--- config.mk ---
export PLATFORM = sky130hd
export DESIGN_NAME = sie_rx_demux
export DESIGN_NICKNAME = d
export VERILOG_FILES = /design/src/rtl/usb_sie_pkg.sv /design/src/rtl/sie_rx_fifo.sv /design/src/rtl/sie_rx_demux.sv
export SDC_FILE = /design/constraint.sdc
export NUM_CORES = 1
export LEC_CHECK = 0
export CAP_MARGIN = 20
export CORE_ASPECT_RATIO = 1.5
export CORE_MARGIN = 2
export CORE_UTILIZATION = 58
export CTS_BUF_LIST = sky130_fd_sc_hd__clkbuf_8
export DETAILED_ROUTE_END_ITERATION = 6
export GPL_ROUTABILITY_DRIVEN = 0
export PLACE_DENSITY = 0.93
export SLEW_MARGIN = 20
export SYNTH_ARGS = -nofsm -noshare
export SYNTH_HDL_FRONTEND = slang
export SYNTH_SLANG_ARGS = --single-unit
--- constraint.sdc ---
create_clock -name usbClk -period 5.75 [get_ports usbClk]
set_input_delay 1.15 -clock usbClk [delete_from_list [all_inputs] [get_ports usbClk]]
set_output_delay 1.15 -clock usbClk [all_outputs]
set_load 0.02 [all_outputs]
--- src/rtl/usb_sie_pkg.sv ---
// Shared definitions for the SIE receive return path: rx FSM states, owner tags and
// FIFO entry field offsets. An entry is {owner, err, last, data}, with data in the low bits.
package usb_sie_pkg;

  typedef enum logic [1:0] {
    IDLE    = 2'd0,
    PKT     = 2'd1,
    DISCARD = 2'd2,
    TERM    = 2'd3
  } rxState_t;

  localparam logic OWNER_HOST  = 1'b1;
  localparam logic OWNER_SLAVE = 1'b0;

  // Control bit offsets, counted upward from the top of the data field
  localparam int unsigned ENTRY_LAST_OFS  = 0;
  localparam int unsigned ENTRY_ERR_OFS   = 1;
  localparam int unsigned ENTRY_OWNER_OFS = 2;
  localparam int unsigned ENTRY_CTRL_W    = 3;

endpackage

--- src/rtl/sie_rx_fifo.sv ---
// Synchronous FIFO holding tagged receive entries. DEPTH must be a power of two so the
// pointers wrap naturally. A push while full is accepted only when a pop frees a slot.
module sie_rx_fifo #(
  parameter int unsigned WIDTH = 11,
  parameter int unsigned DEPTH = 4
) (
  input  logic                       clk,
  input  logic                       rst,
  input  logic                       push,
  input  logic [WIDTH-1:0]           pushData,
  input  logic                       pop,
  output logic [WIDTH-1:0]           popData,
  output logic                       full,
  output logic                       empty,
  output logic [$clog2(DEPTH+1)-1:0] count
);

  localparam int unsigned PtrW = (DEPTH > 1) ? $clog2(DEPTH) : 1;
  localparam int unsigned CntW = $clog2(DEPTH + 1);

  logic [WIDTH-1:0] mem [DEPTH];
  logic [PtrW-1:0]  wrPtr;
  logic [PtrW-1:0]  rdPtr;
  logic [CntW-1:0]  cnt;
  logic             doPush;
  logic             doPop;

  assign full    = (cnt == CntW'(DEPTH));
  assign empty   = (cnt == '0);
  assign count   = cnt;
  assign popData = mem[rdPtr];
  assign doPop   = pop & ~empty;
  assign doPush  = push & (~full | doPop);

  // Storage array, written without reset; empty entries are never presented as valid
  always_ff @(posedge clk) begin
    if (doPush) begin
      mem[wrPtr] <= pushData;
    end
  end

  // Pointers and occupancy
  always_ff @(posedge clk) begin
    if (rst) begin
      wrPtr <= '0;
      rdPtr <= '0;
      cnt   <= '0;
    end else begin
      if (doPush) begin
        wrPtr <= wrPtr + 1'b1;
      end
      if (doPop) begin
        rdPtr <= rdPtr + 1'b1;
      end
      if (doPush && !doPop) begin
        cnt <= cnt + 1'b1;
      end else if (doPop && !doPush) begin
        cnt <= cnt - 1'b1;
      end
    end
  end

endmodule

--- src/rtl/sie_rx_demux.sv ---
// Routes bytes from the shared SIE receiver to the host or slave controller. The owner is
// sampled from hostMode at packet start and tagged onto every FIFO entry, so queued packets
// keep their destination even if the mode flips. Packets that overflow the FIFO are cut short
// and closed with an error terminator entry (err=1, last=1, data=0).
// Build option: define SIE_RX_DROP_CNT_EN to implement the saturating rxDropCount counter;
// otherwise rxDropCount is tied to zero.
module sie_rx_demux
  import usb_sie_pkg::*;
#(
  parameter int unsigned FIFO_DEPTH = 4,
  parameter int unsigned DATA_W     = 8,
  parameter int unsigned DROP_CNT_W = 16
) (
  input  logic                  usbClk,
  input  logic                  rstSyncToUsbClk,
  input  logic                  hostMode,
  input  logic [DATA_W-1:0]     SIERxData,
  input  logic                  SIERxValid,
  input  logic                  SIERxLast,
  output logic [DATA_W-1:0]     hostRxData,
  output logic                  hostRxValid,
  output logic                  hostRxLast,
  output logic                  hostRxErr,
  input  logic                  hostRxReady,
  output logic [DATA_W-1:0]     slaveRxData,
  output logic                  slaveRxValid,
  output logic                  slaveRxLast,
  output logic                  slaveRxErr,
  input  logic                  slaveRxReady,
  output logic                  rxBusy,
  output logic [DROP_CNT_W-1:0] rxDropCount
);

  localparam int unsigned EntryW = DATA_W + ENTRY_CTRL_W;
  localparam int unsigned CountW = $clog2(FIFO_DEPTH + 1);

  rxState_t          state;
  logic              owner;
  logic              newPktOpen;
  logic              newOwner;
  logic              termOpen;
  logic              termOwner;
  logic              push;
  logic              pop;
  logic              drop;
  logic              space;
  logic              full;
  logic              empty;
  logic [CountW-1:0] fifoCount;
  logic [EntryW-1:0] pushEntry;
  logic [EntryW-1:0] headEntry;
  logic              headOwner;
  logic              hostSel;
  logic              slaveSel;

  sie_rx_fifo #(
    .WIDTH (EntryW),
    .DEPTH (FIFO_DEPTH)
  ) uFifo (
    .clk      (usbClk),
    .rst      (rstSyncToUsbClk),
    .push     (push),
    .pushData (pushEntry),
    .pop      (pop),
    .popData  (headEntry),
    .full     (full),
    .empty    (empty),
    .count    (fifoCount)
  );

  assign headOwner = headEntry[DATA_W + ENTRY_OWNER_OFS];
  assign hostSel   = ~empty & (headOwner == OWNER_HOST);
  assign slaveSel  = ~empty & (headOwner == OWNER_SLAVE);
  // Ready from the side that does not own the head is ignored
  assign pop       = (hostSel & hostRxReady) | (slaveSel & slaveRxReady);
  assign space     = ~full | pop;

  // Output steering: only the owning side sees the head, the other side reads all zeros
  always_comb begin
    hostRxValid  = hostSel;
    hostRxData   = hostSel ? headEntry[DATA_W-1:0] : '0;
    hostRxLast   = hostSel & headEntry[DATA_W + ENTRY_LAST_OFS];
    hostRxErr    = hostSel & headEntry[DATA_W + ENTRY_ERR_OFS];
    slaveRxValid = slaveSel;
    slaveRxData  = slaveSel ? headEntry[DATA_W-1:0] : '0;
    slaveRxLast  = slaveSel & headEntry[DATA_W + ENTRY_LAST_OFS];
    slaveRxErr   = slaveSel & headEntry[DATA_W + ENTRY_ERR_OFS];
  end

  assign rxBusy = (state != IDLE) || (fifoCount != '0);

  // Push/drop decision and entry assembly for the current state
  always_comb begin
    push      = 1'b0;
    drop      = 1'b0;
    pushEntry = '0;
    pushEntry[DATA_W-1:0]              = SIERxData;
    pushEntry[DATA_W + ENTRY_LAST_OFS]  = SIERxLast;
    pushEntry[DATA_W + ENTRY_OWNER_OFS] = owner;
    // A packet starting while the terminator waits is tracked so it can be discarded later
    termOpen  = newPktOpen;
    termOwner = newOwner;
    unique case (state)
      IDLE: begin
        pushEntry[DATA_W + ENTRY_OWNER_OFS] = hostMode;
        push = SIERxValid & space;
        drop = SIERxValid & ~space;
      end
      PKT: begin
        push = SIERxValid & space;
        drop = SIERxValid & ~space;
      end
      DISCARD: begin
        drop = SIERxValid;
      end
      TERM: begin
        pushEntry = '0;
        pushEntry[DATA_W + ENTRY_LAST_OFS]  = 1'b1;
        pushEntry[DATA_W + ENTRY_ERR_OFS]   = 1'b1;
        pushEntry[DATA_W + ENTRY_OWNER_OFS] = owner;
        push = space;
        drop = SIERxValid;
        if (SIERxValid) begin
          if (!newPktOpen && !SIERxLast) begin
            termOpen  = 1'b1;
            termOwner = hostMode;
          end else if (newPktOpen && SIERxLast) begin
            termOpen = 1'b0;
          end
        end
      end
      default: ;
    endcase
  end

  // Receive FSM with owner latch
  always_ff @(posedge usbClk) begin
    if (rstSyncToUsbClk) begin
      state      <= IDLE;
      owner      <= OWNER_SLAVE;
      newPktOpen <= 1'b0;
      newOwner   <= OWNER_SLAVE;
    end else begin
      unique case (state)
        IDLE: begin
          if (SIERxValid) begin
            owner <= hostMode;
            if (space) begin
              state <= SIERxLast ? IDLE : PKT;
            end else begin
              state <= SIERxLast ? TERM : DISCARD;
            end
          end
        end
        PKT: begin
          if (SIERxValid) begin
            if (!space) begin
              state <= SIERxLast ? TERM : DISCARD;
            end else if (SIERxLast) begin
              state <= IDLE;
            end
          end
        end
        DISCARD: begin
          if (SIERxValid && SIERxLast) begin
            state <= TERM;
          end
        end
        TERM: begin
          if (space) begin
            state      <= termOpen ? DISCARD : IDLE;
            newPktOpen <= 1'b0;
            if (termOpen) begin
              owner <= termOwner;
            end
          end else begin
            newPktOpen <= termOpen;
            newOwner   <= termOwner;
          end
        end
        default: state <= IDLE;
      endcase
    end
  end

`ifdef SIE_RX_DROP_CNT_EN
  logic [DROP_CNT_W-1:0] dropCount;

  // Saturating count of bytes that never reached the FIFO
  always_ff @(posedge usbClk) begin
    if (rstSyncToUsbClk) begin
      dropCount <= '0;
    end else if (drop && (dropCount != '1)) begin
      dropCount <= dropCount + 1'b1;
    end
  end

  assign rxDropCount = dropCount;
`else
  logic unusedDrop;
  assign unusedDrop  = drop;
  assign rxDropCount = '0;
`endif

endmodule
* Word-level counts from Yosys, hierarchy flattened
Memories as Yosys holds them, arrays and structs flattened. A register that Yosys moved wholly into a read port is not among the register bits.
Index checks and enable logic that the tools add are counted.
** Cells by class
- Bitwise logic cells :: 18
- $lt $le $gt $ge :: 0
- Divide/modulo/power cells :: 0
- Shift operators :: 0
- Equal/unequal tests :: 10
- Reductions and logical operators :: 20
- Add/sub/neg operators :: 4
- Multiply operators :: 0
- Mux-type cells :: 33
** Operators with widths (number)
- $mux W2 :: 10
- $mux W8 :: 2
- $mux W1 :: 15
- $and A1 B1 Y1 :: 11
- $mux W10 :: 1
- $ne A2 B2 Y1 const B :: 5
- $pmux W2 S4 :: 1
- $mux W3 :: 2
- $reduce_bool A2 Y1 :: 3
- $logic_and A1 B1 Y1 :: 5
- $reduce_and A5 Y1 :: 1
- $add A2 B1 Y2 const B :: 2
- $eq A2 B2 Y1 const B :: 2
- $logic_not A1 Y1 :: 4
- $not A1 Y1 :: 4
- $pmux W1 S2 :: 2
- $reduce_and A4 Y1 :: 1
- $add A3 B1 Y3 const B :: 1
- $eq A3 B3 Y1 const B :: 1
- $logic_not A3 Y1 :: 1
- $ne A3 B3 Y1 const B :: 1
- $or A1 B1 Y1 :: 3
- $reduce_bool A3 Y1 :: 1
- $sub A3 B1 Y3 const B :: 1
- 5 further kinds :: 5
** Storage, ports and cells
- ROM bits :: 0
- Bits in writable memories :: 44
- Bits of input ports :: 15
- Register bits :: 12
- Memories kept :: 1
- Bits in latches :: 0
- Output and inout port bits :: 39
- Word-level logic and storage cells :: 93
** Memories
- uFifo.mem :: words 4, bits a word 11, rd ports 1, clocked after memory_dff 1, wr ports 1, RTL line sie_rx_fifo.sv:21 : logic [WIDTH-1:0] mem [DEPTH];

* Depth between registers and ports, before layout
- Depth in word-level cells :: 13
- Gate-level depth with buffers :: 10
- Depth with buffers taken out :: 9

* Modules after synthesis
A second synthesis with hierarchy kept.
** Unflattened totals
- Cells, all modules :: 205
- Area total of the unflattened synthesis :: 2777.7 um^2
** By module, submodules not included
- sie_rx_fifo :: seq. area each 1501.4 um^2, times used 1, cells each 105, area each 2063.2 um^2
- sie_rx_demux :: seq. area each 100.1 um^2, times used 1, cells each 100, area each 714.4 um^2

* Least setup slack after synthesis
OpenSTA, ideal clock, no wires.
- Path kind :: input port to flip-flop
- Start :: input hostRxReady
- End :: register uFifo.cnt[2], in the netlist uFifo.count[2]
- Setup slack :: 2.905 ns
- Library setup time :: 0.071 ns
- Path buffers :: 1
- Stages :: 9
- Data arrival time :: 2.774 ns
- Data required time :: 5.679 ns
- Cell sequence :: mux2i_2 -> buf_6 -> or2_2 -> ha_1 -> inv_1 -> fa_1 -> xor2_1 -> or3_1 -> a21oi_1
** Between the ends
- Cells in the longest elaborated chain, start to end :: 9
- Elaborated cells between the ends (all ways) :: 14
- Those cells by class :: mux (2); bitwise (7); reduce/logical (5)
** Ends and longest elaborated chain
- start, declared :: RTL line sie_rx_demux.sv:24 : input logic hostRxReady,
- $and A1 B1 Y1 * :: RTL line sie_rx_demux.sv:75 : assign pop = (hostSel & hostRxReady) | (slaveSel & slaveRxReady);
- $or A1 B1 Y1 * :: RTL line sie_rx_demux.sv:75
- $or A1 B1 Y1 :: RTL line sie_rx_demux.sv:76 : assign space = ~full | pop;
- $and A1 B1 Y1 :: RTL line sie_rx_demux.sv:106, sie_rx_demux.sv:110
- $pmux W1 S2 :: RTL line sie_rx_demux.sv:103 : unique case (state)
- $and A1 B1 Y1 :: RTL line sie_rx_fifo.sv:33 : assign doPush = push & (~full | doPop);
- $logic_not A1 Y1 :: RTL line sie_rx_fifo.sv:57 : end else if (doPop && !doPush) begin
- $logic_and A1 B1 Y1 :: RTL line sie_rx_fifo.sv:57
- $reduce_bool A2 Y1 (no line)
- end signal, assigned :: RTL line sie_rx_fifo.sv:56 : cnt <= cnt + 1'b1;
- end signal, assigned :: RTL line sie_rx_fifo.sv:58 : cnt <= cnt - 1'b1;
- end, declared :: RTL line sie_rx_fifo.sv:24 : logic [CntW-1:0] cnt;
Mark *: on every way between the ends. The rest lies on a longest branch, timed or not.
A chain may end at the register's enable or synchronous reset.

==> flow_metrics.tcl <==
set metrics [dict create \
    cp-start-kind "flip-flop" \
    status "completed" \
    vdd_drop_max_mv 0.277 \
    slew_headroom_pct 43.0 \
    finalPower_mw 1.43 \
    routedWlPerCell_um 15.9 \
    crit_chain "mux4_2 -> nor2_1 -> and2_1 -> clkdlybuf4s50_1" \
    wl_um 5050 \
    drv_cap 0 \
    end_kind "output port" \
    worstReg2RegEnd "uFifo.count[2]$_SDFFE_PP0P_" \
    synth.largest_area_cell "edfxtp_1" \
    final.setup.tns_ns 0 \
    postCtsSetupBuffers 0 \
    syn-cell-area_mm2 0.00279 \
    die_w_um 60.6 \
    clk_path_buf_depth 2 \
    cp_top_family "simple AND/OR/NAND/NOR gates" \
    power.leakage_nw 1.21 \
    diodes 0 \
    synth_warnings 0 \
    insertion_delay_ns 0.32 \
    die_area_mm2 0.00539 \
    nNetsFinal 272 \
    synth-seq-cells 58 \
    core_mm2 0.00458 \
    path_buf_inv 1 \
    grt_pass1_vias 1691 \
    finalCritPeriodShare_pct 75.2 \
    syn_avg_cell_area_um2 13.4 \
    crit_end "slaveRxData[1]" \
    first_pass_iters 4 \
    hold_viol 0 \
    via_per_inst 5.30 \
    required_ns 4.60 \
    rsz0062_at_grt "no" \
    worstRegToRegCells 9 \
    grt_max_degree 18 \
    nFillCells 312 \
    vias 1681 \
    synth_common_cells "edfxtp_1 (44), and2_1 (32), buf_4 (16)" \
    drt-initial-drc-count 42 \
    min_period_ns 4.33 \
    tightestPinTransition_ns 0.848 \
    crit_cells 4 \
    cts_tree "yes" \
    fmax_ghz 0.231 \
    cts_buffers 9 \
    grt_pass1_wl_um 8170 \
    holdBufCountCts 0 \
    overflow 0 \
    drive_gt1_share_pct 12.3 \
    worstSetupPathType "flip-flop to output port" \
    setup_viol 0 \
    synthDistinctLibCells 42 \
    regArea_mm2 0.00160 \
    ios 54 \
    synth_edf_count 44 \
    ys.flop_type "edfxtp_1" \
    grtUsageTotal_pct 21.8 \
    power_density_mw_per_mm2 431 \
    multi_input_area_mm2 0.00106 \
    dp_hpwl_um 3600 \
    cts.sinks 58 \
    cts.clk_slew.worst_paths_ns 0.06 \
    reg2reg_slack_ns 2.19 \
    drcViolationCount 0 \
    finClkSkew_ns 0.00717 \
    port_buffers 37 \
    die_y_um 88.9 \
    start_util_pct 60.9 \
    num_rows 30 \
    htree_num_levels 3 \
    cts-root-buf "clkbuf_8" \
    syn_to_final_growth_pct 19.2 \
    cp.arrival_ns 3.18 \
    post_cts_resized 0 \
    ys_seq_area_share_pct 57.4 \
    syn_inst 209 \
    yosysTopAreaCellShare_pct 47.4 \
    async_reset_ff_share_pct 0 \
    cp_slowest_cell "dfxtp_1" \
    min_path_type "flip-flop to flip-flop" \
    synthTopCellsByArea "edfxtp_1 (47%), dfxtp_1 (10%), mux4_2 (8.9%), and2_1 (7.2%), buf_4 (4.3%)" \
    critical-path-max-stage-delay_ns 0.78 \
    maxSlewViolCount 0 \
    yosysMostFrequentCell "edfxtp_1" \
    ant_nets 0 \
    critPathMaxFanout 11 \
    antenna_found_initial 0 \
]
cells in the final DEF (no fill, tap or decap), types with 2 or more instances in the layout:
master           synthesis  final
clkbuf_8                 0     10
clkdlybuf4s50_1          0     37
nand2_1                  9      9
or3_1                    2      2
inv_1                    8     10
xor2_1                   2      2
and2_1                  32     32
edfxtp_1                44     44
nand4_1                  2      2
conb_1                   1     16
ha_1                     7      7
o21ai_0                  5      5
a21oi_1                  8      8
mux4_2                  11     11
nor2b_1                  4      4
nor2_1                   7      7
clkinv_2                 0      2
nand2b_1                 6      6
mux2i_1                  3      3
dfxtp_1                 14     14
flip-flops by register name (all words and copies together) (netlist names), named ones only:
name / cells
uFifo.rdPtr: 2
uFifo.count: 3
state: 2
uFifo.mem: 44
uFifo.wrPtr: 2
newPktOpen: 1
newOwner: 1
owner: 1
metal layers:
metal / routed length, um / global-route usage (%) / vias to the layer above
met2: 2720 / 37.0 / 67
li1: - / - / 804
met1: 1940 / 24.8 / 803
met4: 97 / 11.1 / 0
met3: 288 / 6.08 / 7
met5: 0 / 0 / -
worst min-delay path by stage:
stage	start	to	slack, ns	cells after the start
after global routing	newOwner$_SDFFE_PP0P_	newOwner$_SDFFE_PP0P_	0.53	2
after detailed placement	newOwner$_SDFFE_PP0P_	newOwner$_SDFFE_PP0P_	0.48	2
after CTS	newOwner$_SDFFE_PP0P_	newOwner$_SDFFE_PP0P_	0.49	2
final	newOwner$_SDFFE_PP0P_	newOwner$_SDFFE_PP0P_	0.48	2
after floorplan	newOwner$_SDFFE_PP0P_	newOwner$_SDFFE_PP0P_	0.45	2
after global placement	uFifo.rdPtr[1]$_SDFFE_PP0P_	uFifo.rdPtr[1]$_SDFFE_PP0P_	0.47	2
through the flow:
stage          utilization (%)  hold WS [ns]  area, um^2  setup WS, ns  instances
6_report                  72.7         0.485        3330          1.42        317
5_1_grt                   72.7         0.526        3330          1.26        317
4_1_cts                   72.7         0.486        3330          1.38        317
3_5_place_dp              68.6         0.475        3140          1.74        302
3_3_place_gp              68.6         0.466        3140          1.91        302
2_1_floorplan                -         0.451        2850          2.91        224
kinds of logic after synthesis:
logic type               synth area share (%)
multiplexers                             11.8
adder cells (fa/ha/maj)                  3.86
other                                   0.134
flip-flops                               57.4
AND/OR/NAND/NOR                          14.6
buffers and inverters                    6.64
XOR/XNOR                                0.628
AO/OA/AOI/OAI                            4.93
final cells by class:
| class | instances | share of cell area, % |
|---|---|---|
| tap | 64 | 2.41 |
| timing repair buffer | 37 | 11.1 |
| sequential | 58 | 48.1 |
| clock inverter | 5 | 1.43 |
| clock buffer | 10 | 4.14 |
| multi-input combinational | 135 | 31.9 |
| inverter | 8 | 0.903 |
worst reg2reg max path, delay by kind of cell, from the launching register on:
kind                       cells  cell delay (ns)
AOI/OAI and AO/OA              1             0.13
xor gates and xnor gates       1             0.17
adders and majority gates      2             0.55
buffers and inverters          1             0.06
DFF                            1             0.78
muxes                          2             1.25
and+or+nand+nor                2             0.53
power by group:
part,total [mW],leakage (nW),switching [mW],internal [mW]
clock network,0.348,0.105,0.144,0.205
logic,0.525,0.580,0.269,0.256
registers,0.561,0.521,0.0507,0.510
total,1.43,1.21,0.463,0.971
Power figures use the tool's default switching activity.
